## config.mk

```make
export PLATFORM = sky130hd
export DESIGN_NAME = neuron_mac_requant_flat
export DESIGN_NICKNAME = d
export VERILOG_FILES = /design/src/rtl/neuron_mac_requant_pkg.sv /design/src/rtl/neuron_mac_requant_if.sv /design/src/rtl/neuron_mac_requant_sat.sv /design/src/rtl/neuron_mac_requant.sv /design/src/flat_wrapper.sv
export SDC_FILE = /design/constraint.sdc
export NUM_CORES = 1
export LEC_CHECK = 0
export BUFFER_PORTS_ARGS = -buffer_cell sky130_fd_sc_hd__buf_2
export CORE_MARGIN = 2
export CORE_UTILIZATION = 45
export CTS_CLUSTER_DIAMETER = 200
export CTS_CLUSTER_SIZE = 24
export DETAILED_ROUTE_END_ITERATION = 10
export SLEW_MARGIN = 10
export SYNTH_ARGS = -nofsm -noshare
export SYNTH_HDL_FRONTEND = slang
export SYNTH_SLANG_ARGS = --single-unit
```

## constraint.sdc

```tcl
create_clock -name clk -period 9.65 [get_ports clk]
set_input_delay 1.4475 -clock clk [delete_from_list [all_inputs] [get_ports clk]]
set_output_delay 1.4475 -clock clk [all_outputs]
set_load 0.03 [all_outputs]
```

## src/rtl/neuron_mac_requant_pkg.sv

```systemverilog
// Shared widths, saturation limits and FSM state type for the neuron MAC/requantise stage.
package neuron_mac_requant_pkg;

    localparam int DW = 16;
    localparam int AW = 36;
    localparam int SW = 5;

    localparam int SAT_MAX = 32767;
    localparam int SAT_MIN = -32768;

    typedef enum logic [1:0] {
        ACC,
        DRAIN,
        REQ,
        OUT
    } state_e;

endpackage

```

## src/rtl/neuron_mac_requant_if.sv

```systemverilog
// Operand stream, per-vector configuration and result handshake of the neuron MAC stage.
interface neuron_mac_requant_if;
    import neuron_mac_requant_pkg::*;

    logic                 in_valid;
    logic                 in_ready;
    logic signed [DW-1:0] in_a;
    logic signed [DW-1:0] in_b;
    logic                 in_last;
    logic signed [AW-1:0] cfg_bias;
    logic        [SW-1:0] cfg_shift;
    logic                 cfg_relu;
    logic                 out_valid;
    logic                 out_ready;
    logic signed [DW-1:0] out_data;
    logic                 out_sat;

    modport slave (
        input  in_valid, in_a, in_b, in_last, cfg_bias, cfg_shift, cfg_relu, out_ready,
        output in_ready, out_valid, out_data, out_sat
    );

    modport master (
        output in_valid, in_a, in_b, in_last, cfg_bias, cfg_shift, cfg_relu, out_ready,
        input  in_ready, out_valid, out_data, out_sat
    );

endinterface

```

## src/rtl/neuron_mac_requant_sat.sv

```systemverilog
// Combinational requantiser: bias add, round-half-up, arithmetic shift, saturate and optional ReLU.
module mac_requant_sat
    import neuron_mac_requant_pkg::*;
(
    input  logic signed [AW-1:0] acc_i,
    input  logic signed [AW-1:0] bias_i,
    input  logic        [SW-1:0] shift_i,
    input  logic                 relu_i,
    output logic signed [DW-1:0] data_o,
    output logic                 sat_o
);

    localparam logic signed [AW:0] MaxW = (AW+1)'(SAT_MAX);
    localparam logic signed [AW:0] MinW = (AW+1)'(SAT_MIN);

    logic signed [AW:0] sum;
    logic signed [AW:0] roundInc;
    logic signed [AW:0] rounded;
    logic signed [AW:0] shifted;

    // One extra bit of headroom keeps acc + bias + rounding from wrapping.
    always_comb begin
        sum      = {acc_i[AW-1], acc_i} + {bias_i[AW-1], bias_i};
        roundInc = '0;
        if (shift_i != '0) begin
            roundInc = (AW+1)'(1) << (shift_i - SW'(1));
        end
        rounded = sum + roundInc;
        shifted = rounded >>> shift_i;

        data_o = shifted[DW-1:0];
        sat_o  = 1'b0;
        if (shifted > MaxW) begin
            data_o = DW'(SAT_MAX);
            sat_o  = 1'b1;
        end else if (shifted < MinW) begin
            data_o = DW'(SAT_MIN);
            sat_o  = 1'b1;
        end

        if (relu_i && data_o[DW-1]) begin
            data_o = '0;
        end
    end

endmodule

```

## src/rtl/neuron_mac_requant.sv

```systemverilog
// Neuron output stage: multiply-accumulate a vector of operand pairs, then requantise to DW bits.
module neuron_mac_requant
    import neuron_mac_requant_pkg::*;
(
    input logic             clk,
    input logic             rst,
    neuron_mac_requant_if.slave bus
);

    state_e               state_q, state_d;
    logic           [1:0] drainCnt_q, drainCnt_d;
    logic                 inReady;
    logic                 outValid;
    logic                 accept;

    logic signed [2*DW-1:0] product;
    logic signed [AW-1:0]   prod_q;
    logic                   prodValid_q;
    logic signed [AW-1:0]   acc_q;
    logic                   firstBeat_q;
    logic signed [AW-1:0]   bias_q;
    logic        [SW-1:0]   shift_q;
    logic                   relu_q;
    logic signed [DW-1:0]   outData_q;
    logic                   outSat_q;
    logic signed [DW-1:0]   satData;
    logic                   satFlag;

    assign accept  = bus.in_valid && (state_q == ACC);
    assign product = bus.in_a * bus.in_b;

    // DRAIN holds three cycles so the last product lands and out_valid rises 4 edges after in_last.
    always_comb begin
        state_d    = state_q;
        drainCnt_d = drainCnt_q;
        inReady    = 1'b0;
        outValid   = 1'b0;
        unique case (state_q)
            ACC: begin
                inReady = 1'b1;
                if (accept && bus.in_last) begin
                    state_d    = DRAIN;
                    drainCnt_d = '0;
                end
            end
            DRAIN: begin
                drainCnt_d = drainCnt_q + 2'd1;
                if (drainCnt_q == 2'd2) begin
                    state_d = REQ;
                end
            end
            REQ: state_d = OUT;
            OUT: begin
                outValid = 1'b1;
                if (bus.out_ready) begin
                    state_d = ACC;
                end
            end
            default: state_d = ACC;
        endcase
    end

    always_ff @(posedge clk) begin
        if (rst) begin
            state_q     <= ACC;
            drainCnt_q  <= '0;
            prod_q      <= '0;
            prodValid_q <= 1'b0;
            acc_q       <= '0;
            firstBeat_q <= 1'b1;
            bias_q      <= '0;
            shift_q     <= '0;
            relu_q      <= 1'b0;
            outData_q   <= '0;
            outSat_q    <= 1'b0;
        end else begin
            state_q     <= state_d;
            drainCnt_q  <= drainCnt_d;
            prodValid_q <= accept;
            if (accept) begin
                prod_q <= {{(AW-2*DW){product[2*DW-1]}}, product};
            end
            if (prodValid_q) begin
                acc_q <= acc_q + prod_q;
            end
            if (accept && firstBeat_q) begin
                bias_q      <= bus.cfg_bias;
                shift_q     <= bus.cfg_shift;
                relu_q      <= bus.cfg_relu;
                firstBeat_q <= 1'b0;
            end
            if (state_q == REQ) begin
                outData_q <= satData;
                outSat_q  <= satFlag;
            end
            if (state_q == OUT && bus.out_ready) begin
                acc_q       <= '0;
                firstBeat_q <= 1'b1;
            end
        end
    end

    mac_requant_sat uSat (
        .acc_i   (acc_q),
        .bias_i  (bias_q),
        .shift_i (shift_q),
        .relu_i  (relu_q),
        .data_o  (satData),
        .sat_o   (satFlag)
    );

    assign bus.in_ready  = inReady;
    assign bus.out_valid = outValid;
    assign bus.out_data  = outData_q;
    assign bus.out_sat   = outSat_q;

endmodule

```

## src/flat_wrapper.sv

```systemverilog
// flat-port wrapper written by rule: the top's interface ports become plain ports
module neuron_mac_requant_flat import neuron_mac_requant_pkg::*;
  (clk, rst, bus_in_valid, bus_in_a, bus_in_b, bus_in_last, bus_cfg_bias, bus_cfg_shift, bus_cfg_relu, bus_out_ready, bus_in_ready, bus_out_valid, bus_out_data, bus_out_sat);
  neuron_mac_requant_if bus_i ();
  input logic clk;
  input logic rst;
  input wire logic [$bits(bus_i.in_valid)-1:0] bus_in_valid;
  input wire logic [$bits(bus_i.in_a)-1:0] bus_in_a;
  input wire logic [$bits(bus_i.in_b)-1:0] bus_in_b;
  input wire logic [$bits(bus_i.in_last)-1:0] bus_in_last;
  input wire logic [$bits(bus_i.cfg_bias)-1:0] bus_cfg_bias;
  input wire logic [$bits(bus_i.cfg_shift)-1:0] bus_cfg_shift;
  input wire logic [$bits(bus_i.cfg_relu)-1:0] bus_cfg_relu;
  input wire logic [$bits(bus_i.out_ready)-1:0] bus_out_ready;
  output wire logic [$bits(bus_i.in_ready)-1:0] bus_in_ready;
  output wire logic [$bits(bus_i.out_valid)-1:0] bus_out_valid;
  output wire logic [$bits(bus_i.out_data)-1:0] bus_out_data;
  output wire logic [$bits(bus_i.out_sat)-1:0] bus_out_sat;
  assign bus_i.in_valid = bus_in_valid;
  assign bus_i.in_a = bus_in_a;
  assign bus_i.in_b = bus_in_b;
  assign bus_i.in_last = bus_in_last;
  assign bus_i.cfg_bias = bus_cfg_bias;
  assign bus_i.cfg_shift = bus_cfg_shift;
  assign bus_i.cfg_relu = bus_cfg_relu;
  assign bus_i.out_ready = bus_out_ready;
  assign bus_in_ready = bus_i.in_ready;
  assign bus_out_valid = bus_i.out_valid;
  assign bus_out_data = bus_i.out_data;
  assign bus_out_sat = bus_i.out_sat;
  neuron_mac_requant u_core (.clk(clk), .rst(rst), .bus(bus_i));
endmodule
```

======== Yosys cells after proc, flatten, opt, wreduce, memory -nomap -nowiden ========
Index checks and enable logic that the tools add are counted.
storage, ports and cells
  output and inout bits ................... 19
  flip-flop bits (word level) ............. 133
  logic and storage cells ................. 53
cells by class
  add/subtract/negate cells ............... 5
  equality and inequality tests ........... 7
  multipliers ............................. 1
  shift-type cells ........................ 2
  magnitude comparators ................... 2
  muxes and demuxes ....................... 14
  reduce and logical (&&, ||, !) cells .... 11
operators with widths
  operator                count
  $mux W16                3
  $add A36 B36 Y37        1
  $add A37 B37 Y37        1
  $gt A37 B16 Y1 const B  1
  $lt A37 B16 Y1 const B  1
  $mux W37                1
  $shl A1 B5 Y37 const A  1
  $sshr A37 B5 Y37        1
  $add A36 B32 Y36        1
  $mul A16 B16 Y32        1
  $mux W2                 4
  $pmux W2 S4             1
  $eq A2 B2 Y1 const B    3
  $logic_and A1 B1 Y1     5
  $reduce_bool A5 Y1      1
  $sub A5 B1 Y5 const B   1
  $mux W1                 4
  $ne A2 B2 Y1 const B    2
  $pmux W2 S2             1
  $reduce_and A3 Y1       1
  $add A2 B1 Y2 const B   1
  $eq A2 B1 Y1 const B    1
  $logic_not A2 Y1        1
  $ne A2 B1 Y1 const B    1
  other kinds (3)         3

======== Longest topological paths before layout ========
  depth in word-level cells ............... 10
  mapped depth ............................ 27

======== Cells and area by module ========
A second synthesis with hierarchy kept.
unflattened totals
  cell total of the unflattened synthesis .. 2,845
  area, all modules ....................... 22,843.2 µm²
by module, submodules not included
  module              area an instance (µm²)  times used  cells an instance
  neuron_mac_requant  16,249.3                1           1,862
  mac_requant_sat     6,593.8                 1           983

======== Worst setup path before layout ========
OpenSTA, ideal clock, no wires.
  path type ............................... input-to-reg
  start ................................... input bus_in_b[6]
  end ..................................... register u_core.prod_q[29]
  setup time .............................. 0.074 ns
  path buffers ............................ 1
  stages on the path ...................... 24
  slack ................................... 1.903 ns
  required time ........................... 9.576 ns
  data arrival time ....................... 7.673 ns
  cell sequence ........................... clkbuf_1 > nand2_1 > fa_1 > inv_1 > fa_1 > inv_1 > fa_1 > inv_1 > fa_1 > inv_1 > fa_1 > inv_1 > fa_1 > ha_1 > nand4_1 > or2_2 > o211ai_1 > a31oi_1 > a211oi_1 > o21ai_0 > a21oi_1 > a21oi_1 > or4b_2 > a31oi_1
between the ends
  cells in the longest elaborated chain, start to end .. 1
RTL lines
  item                    line                      RTL
  start: declaration      flat_wrapper.sv:9         input wire logic [$bits(bus_i.in_b)-1:0] bus_in_b;
  $mul A16 B16 Y32        neuron_mac_requant.sv:30  assign product = bus.in_a * bus.in_b;
  end signal: assignment  neuron_mac_requant.sv:81  prod_q <= {{(AW-2*DW){product[2*DW-1]}}, product};
  end: declaration        neuron_mac_requant.sv:17  logic signed [AW-1:0] prod_q;
Every way passes these cells.
A chain may end at the register's enable or synchronous reset.

======== Final worst setup path ========
  start ................................... register u_core.shift_q[1]
  end ..................................... register u_core.outData_q[7] (netlist: u_core.bus.out_data[7])
between the ends
  cells in the longest elaborated chain, start to end .. 10
RTL lines
  item                      line                          RTL
  start: declaration        neuron_mac_requant.sv:22      logic [SW-1:0] shift_q;
  start signal: assignment  neuron_mac_requant.sv:88      shift_q <= bus.cfg_shift;
  $sub A5 B1 Y5             neuron_mac_requant_sat.sv:26  roundInc = (AW+1)'(1) << (shift_i - SW'(1));
  $shl A1 B5 Y37            neuron_mac_requant_sat.sv:26
  $mux W37                  neuron_mac_requant_sat.sv:25  if (shift_i != '0) begin
  $add A37 B37 Y37          neuron_mac_requant_sat.sv:28  rounded = sum + roundInc;
  $sshr A37 B5 Y37 *        neuron_mac_requant_sat.sv:29  shifted = rounded >>> shift_i;
  $lt A37 B16 Y1            neuron_mac_requant_sat.sv:36  end else if (shifted < MinW) begin
  $mux W16                  neuron_mac_requant_sat.sv:36
  $mux W16 *                neuron_mac_requant_sat.sv:33  if (shifted > MaxW) begin
  $logic_and A1 B1 Y1       neuron_mac_requant_sat.sv:41  if (relu_i && data_o[DW-1]) begin
  $mux W16 *                neuron_mac_requant_sat.sv:41
  end signal: assignment    neuron_mac_requant.sv:93      outData_q <= satData;
  end: declaration          neuron_mac_requant.sv:24      logic signed [DW-1:0] outData_q;
Mark *: on every way between the ends. The rest lies on a longest branch, timed or not.

==> impl_results.md <==
* Cell taking the most area after synthesis: fa_1
* Worst-Margin Slew at around 1.1 ns
* Drt pass-1 iters at 5
* Nets at 3,287
* Worst slack, placed at approximately 1.3 ns
* CP Launch Type: flop
* Top cells by area, synth: fa_1, dfxtp_1, ha_1, inv_1, nand2_1
* Synth Net Count at 3,286
* CTS resizes at 0
* Yosys warning count at 0
* Core Rows at 81
* # DRC at 0
* Netlist Area Pre-Place at about 22,000 um2
* Leak Pwr at 11.3 nW
* Fillcell total at 4,939
* RSZ-0062 raised after global routing: false
* TritonCTS Buffers at 17
* GPL Wtd Cong at ~0.94
* Setup TNS at 0 ns
* Max Clock Freq at 0.124 GHz
* Compound-Gate Fraction of Synth Area at between 10% and 20%
* CP required at 10.04 ns
* Tmin final at 8.04 ns
* CTS tree: yes
* Seq/Total Area, Yosys at 11.9%
* Post-synth EDFFs at 0
* Worst Skew at 0.0153 ns
* Largest family of logic cells by synthesized area: adder cells
* First-pass GRT wire length at 103,000 um
* DP Area at 23,300 um2
* Longest Clk Path Bufs at 2
* Register bit total from synthesis at approximately 130
* Final period util at 83.3%
* Layout cells sized above 1 at roughly 8.2%
* CP max FO at 18
* Drt wl/cell at approximately 19 um
* CP bufs+invs at 1
* Total global-route track usage at 25.5%
* Pwr dens at 344 nW/um2
* Setup bufs post-CTS at 0
* Crit path kind: reg -> reg
* Core area at 49,100 um2
* Clock sinks at 133
* Initial Util at 45.6%
* Chip Width at 227 um
* CP max-delay cell: nor4_1
* Initial antenna violation count at 3
* Total number of vias at 19,100
* Status: completed
* Gate family responsible for the most delay along the worst path: simple AND/OR/NAND/NOR gates
* Clk root buf: clkbuf_16
* Port buffer count at 97
* Initial DRC Count at 1,345
* CP Capture Type: flop
* Cts hold-fix bufs at 0
* Post-Syn Area per Cell at a little over 8 um2
* Post-route ant nets at 0
* Post-Synthesis Cells at ~2,800
* Multiplexer share of the synthesized area at under 10%
* Largest net degree at the start of global routing at 74
* Post-synthesis xor/xnor area fraction at under 10%
* Largest stage delay, worst path at 0.88 ns
* H-tree levels at 4
* Vert. Die Dim at 227 um
* Vias in the first global route at 19,500
* Clock-pin slew on the worst setup and hold paths at 0.07 ns
* Synth Area in Simple Gates at 19.4%
* Die ar. at between 50,000 and 60,000 um2
* Top_reg_cell synth: dfxtp_1
* Fin. max-slew vios at 0
* Yosys cell types at 95
* Worst skew pair latency at 0.46 ns
* VDD IR max at 0.339 mV
* Vias per cell at between 5 and 6
* Hold/Removal Path Class: reg -> reg
* Max Cap Viol at 0
* Worst setup margin at 1.61 ns
* Synth Area in Adders at 35.5%
* Top Ports at 98
* Layout overhead on the synthesized area at 6.75%
* Asr flop ratio synth at 0%
* Slew margin rel. at around a quarter
* Worst hold slack at around 0.45 ns
* Final setup fails at 0
* Final wirelength at 63,700 um
* Arr. time, crit path at 8.42 ns
* Final Hold Vio Count at 0
* Gr ovfl total at 0
* Finished Core Util at 48.7%
* DP HPWL at 51,400 um
* Synth top area share at a little over a quarter
* Critical-path cell list: clkinv_1 -> nand2_1 -> nor2_1 -> fa_1 -> ha_1 -> fa_1 -> a211o_1 -> and4bb_1 -> nor3_1 -> o211ai_1 -> a311o_1 -> o32ai_1 -> nor3_1 -> nor4_1 -> and4_1 -> nand4_1 -> o31ai_4 -> a21oi_1 -> nand3_2
* Fin area at 23,900 um2
[final timing paths]
path	startpoint	endpoint	slack [ns]	depth (start not counted)
setup / recovery	u_core.shift_q[1]$_SDFFE_PP0P_	u_core.bus.out_data[7]$_SDFFE_PP0P_	1.61	19
hold / removal	u_core.bias_q[14]$_SDFFE_PP0P_	u_core.bias_q[14]$_SDFFE_PP0P_	0.45	2
setup reg to reg	u_core.shift_q[1]$_SDFFE_PP0P_	u_core.bus.out_data[7]$_SDFFE_PP0P_	1.61	19
hold reg to reg	u_core.bias_q[14]$_SDFFE_PP0P_	u_core.bias_q[14]$_SDFFE_PP0P_	0.45	2
[logic make-up (layout without fill, tap and decap cells)]
logic type               Yosys count  count (layout)
AO/OA/AOI/OAI                    538             538
XOR/XNOR                          84              84
adder cells (fa/ha/maj)          457             457
buffers and inverters            538             551
flip-flops                       133             133
multiplexers                      88              88
other                              1               2
AND/OR/NAND/NOR                  911             911
[metrics by stage]
| step | total power, mW | cells |
|---|---|---|
| 2_1_floorplan | 6.13 | 2750 |
| 3_3_place_gp | 7.39 | 3396 |
| 3_5_place_dp | 7.55 | 3396 |
| 4_1_cts | 8.26 | 3427 |
| 5_1_grt | 9.24 | 3428 |
| 6_report | 8.21 | 3428 |
[synth_stat cells, types with 6 or more instances]
library cell,instances
xnor2_1,63
nor2b_1,9
mux4_2,13
and3_1,14
a211o_1,8
nor3_1,44
o21bai_1,15
nor3_2,10
a21o_1,52
inv_1,400
a31oi_1,17
nand3_1,44
nor2_1,175
o211ai_1,20
and2_1,111
a221oi_1,8
or4_1,7
fa_1,296
nor4_1,7
mux2i_1,64
clkbuf_1,110
o22ai_1,6
nand4_1,14
nand3_2,10
nand2_1,391
o31a_1,8
nand2b_1,25
o21a_1,17
o31ai_1,8
nand3b_1,6
buf_1,16
o21ai_0,68
ha_1,161
a22oi_1,6
a211oi_1,39
mux2_2,10
or3_1,15
o211a_1,6
dfxtp_1,133
xor2_1,21
a21oi_1,190
[sequential cells by signal, indices dropped and copies added (netlist names)]
signal and cells:
u_core.state_q 2, u_core.shift_q 5, u_core.bus.out_sat 1, u_core.bias_q 36
u_core.prodValid_q 1, u_core.relu_q 1, u_core.prod_q 32, u_core.drainCnt_q 2
u_core.acc_q 36, u_core.firstBeat_q 1, u_core.bus.out_data 16
[placed cells by master (no fill, tap or decap), types with 9 or more instances in the layout]
cell type / instances
mux2i_1: 64
nor3_2: 10
inv_1: 400
nand4_1: 14
nor3_1: 44
a21o_1: 52
xnor2_1: 63
a21oi_1: 190
and3_1: 13
xor2_1: 21
mux2_2: 10
o21bai_1: 15
buf_2: 96
a211oi_1: 39
dfxtp_1: 132
nand3_1: 44
mux4_2: 13
a31oi_1: 17
and2_1: 111
o21ai_0: 68
buf_4: 21
nand2_1: 391
ha_1: 161
nor2_1: 173
fa_1: 296
o21a_1: 17
nor2b_1: 9
nand2b_1: 25
clkbuf_16: 17
o211ai_1: 20
nand3_2: 10
or3_1: 15
[where the power goes]
group	internal (mW)	leakage [nW]	switching, mW	total (mW)
registers	0.677	1.09	0.0817	0.759
clock network	0.368	0.282	0.298	0.666
logic	2.93	9.93	3.86	6.78
[final cells by class]
cell class	count	area [um2]	share of cell area, %
Antenna cell	1	2.50	0.0105
Clock buffer	18	439	1.84
Clock inverter	13	139	0.581
Inverter	403	1510	6.33
Multi-Input combinational cell	2079	17700	73.9
Sequential cell	133	2660	11.2
Tap cell	664	831	3.48
Timing Repair Buffer	117	638	2.67
[worst min-delay path, stage by stage (launching register included)]
cell and delay [ns]:
dfxtp_1 0.31, nand2_1 0.05, a21oi_1 0.05
[layer usage]
layer	routed length [um]	track usage, %	vias to the layer above
li1	-	-	9097
met1	27500	32.3	9395
met2	31200	44.2	513
met3	2830	3.19	126
met4	2180	10.0	4
met5	27	0	-
Note: power is estimated with default switching activity, not from simulation.
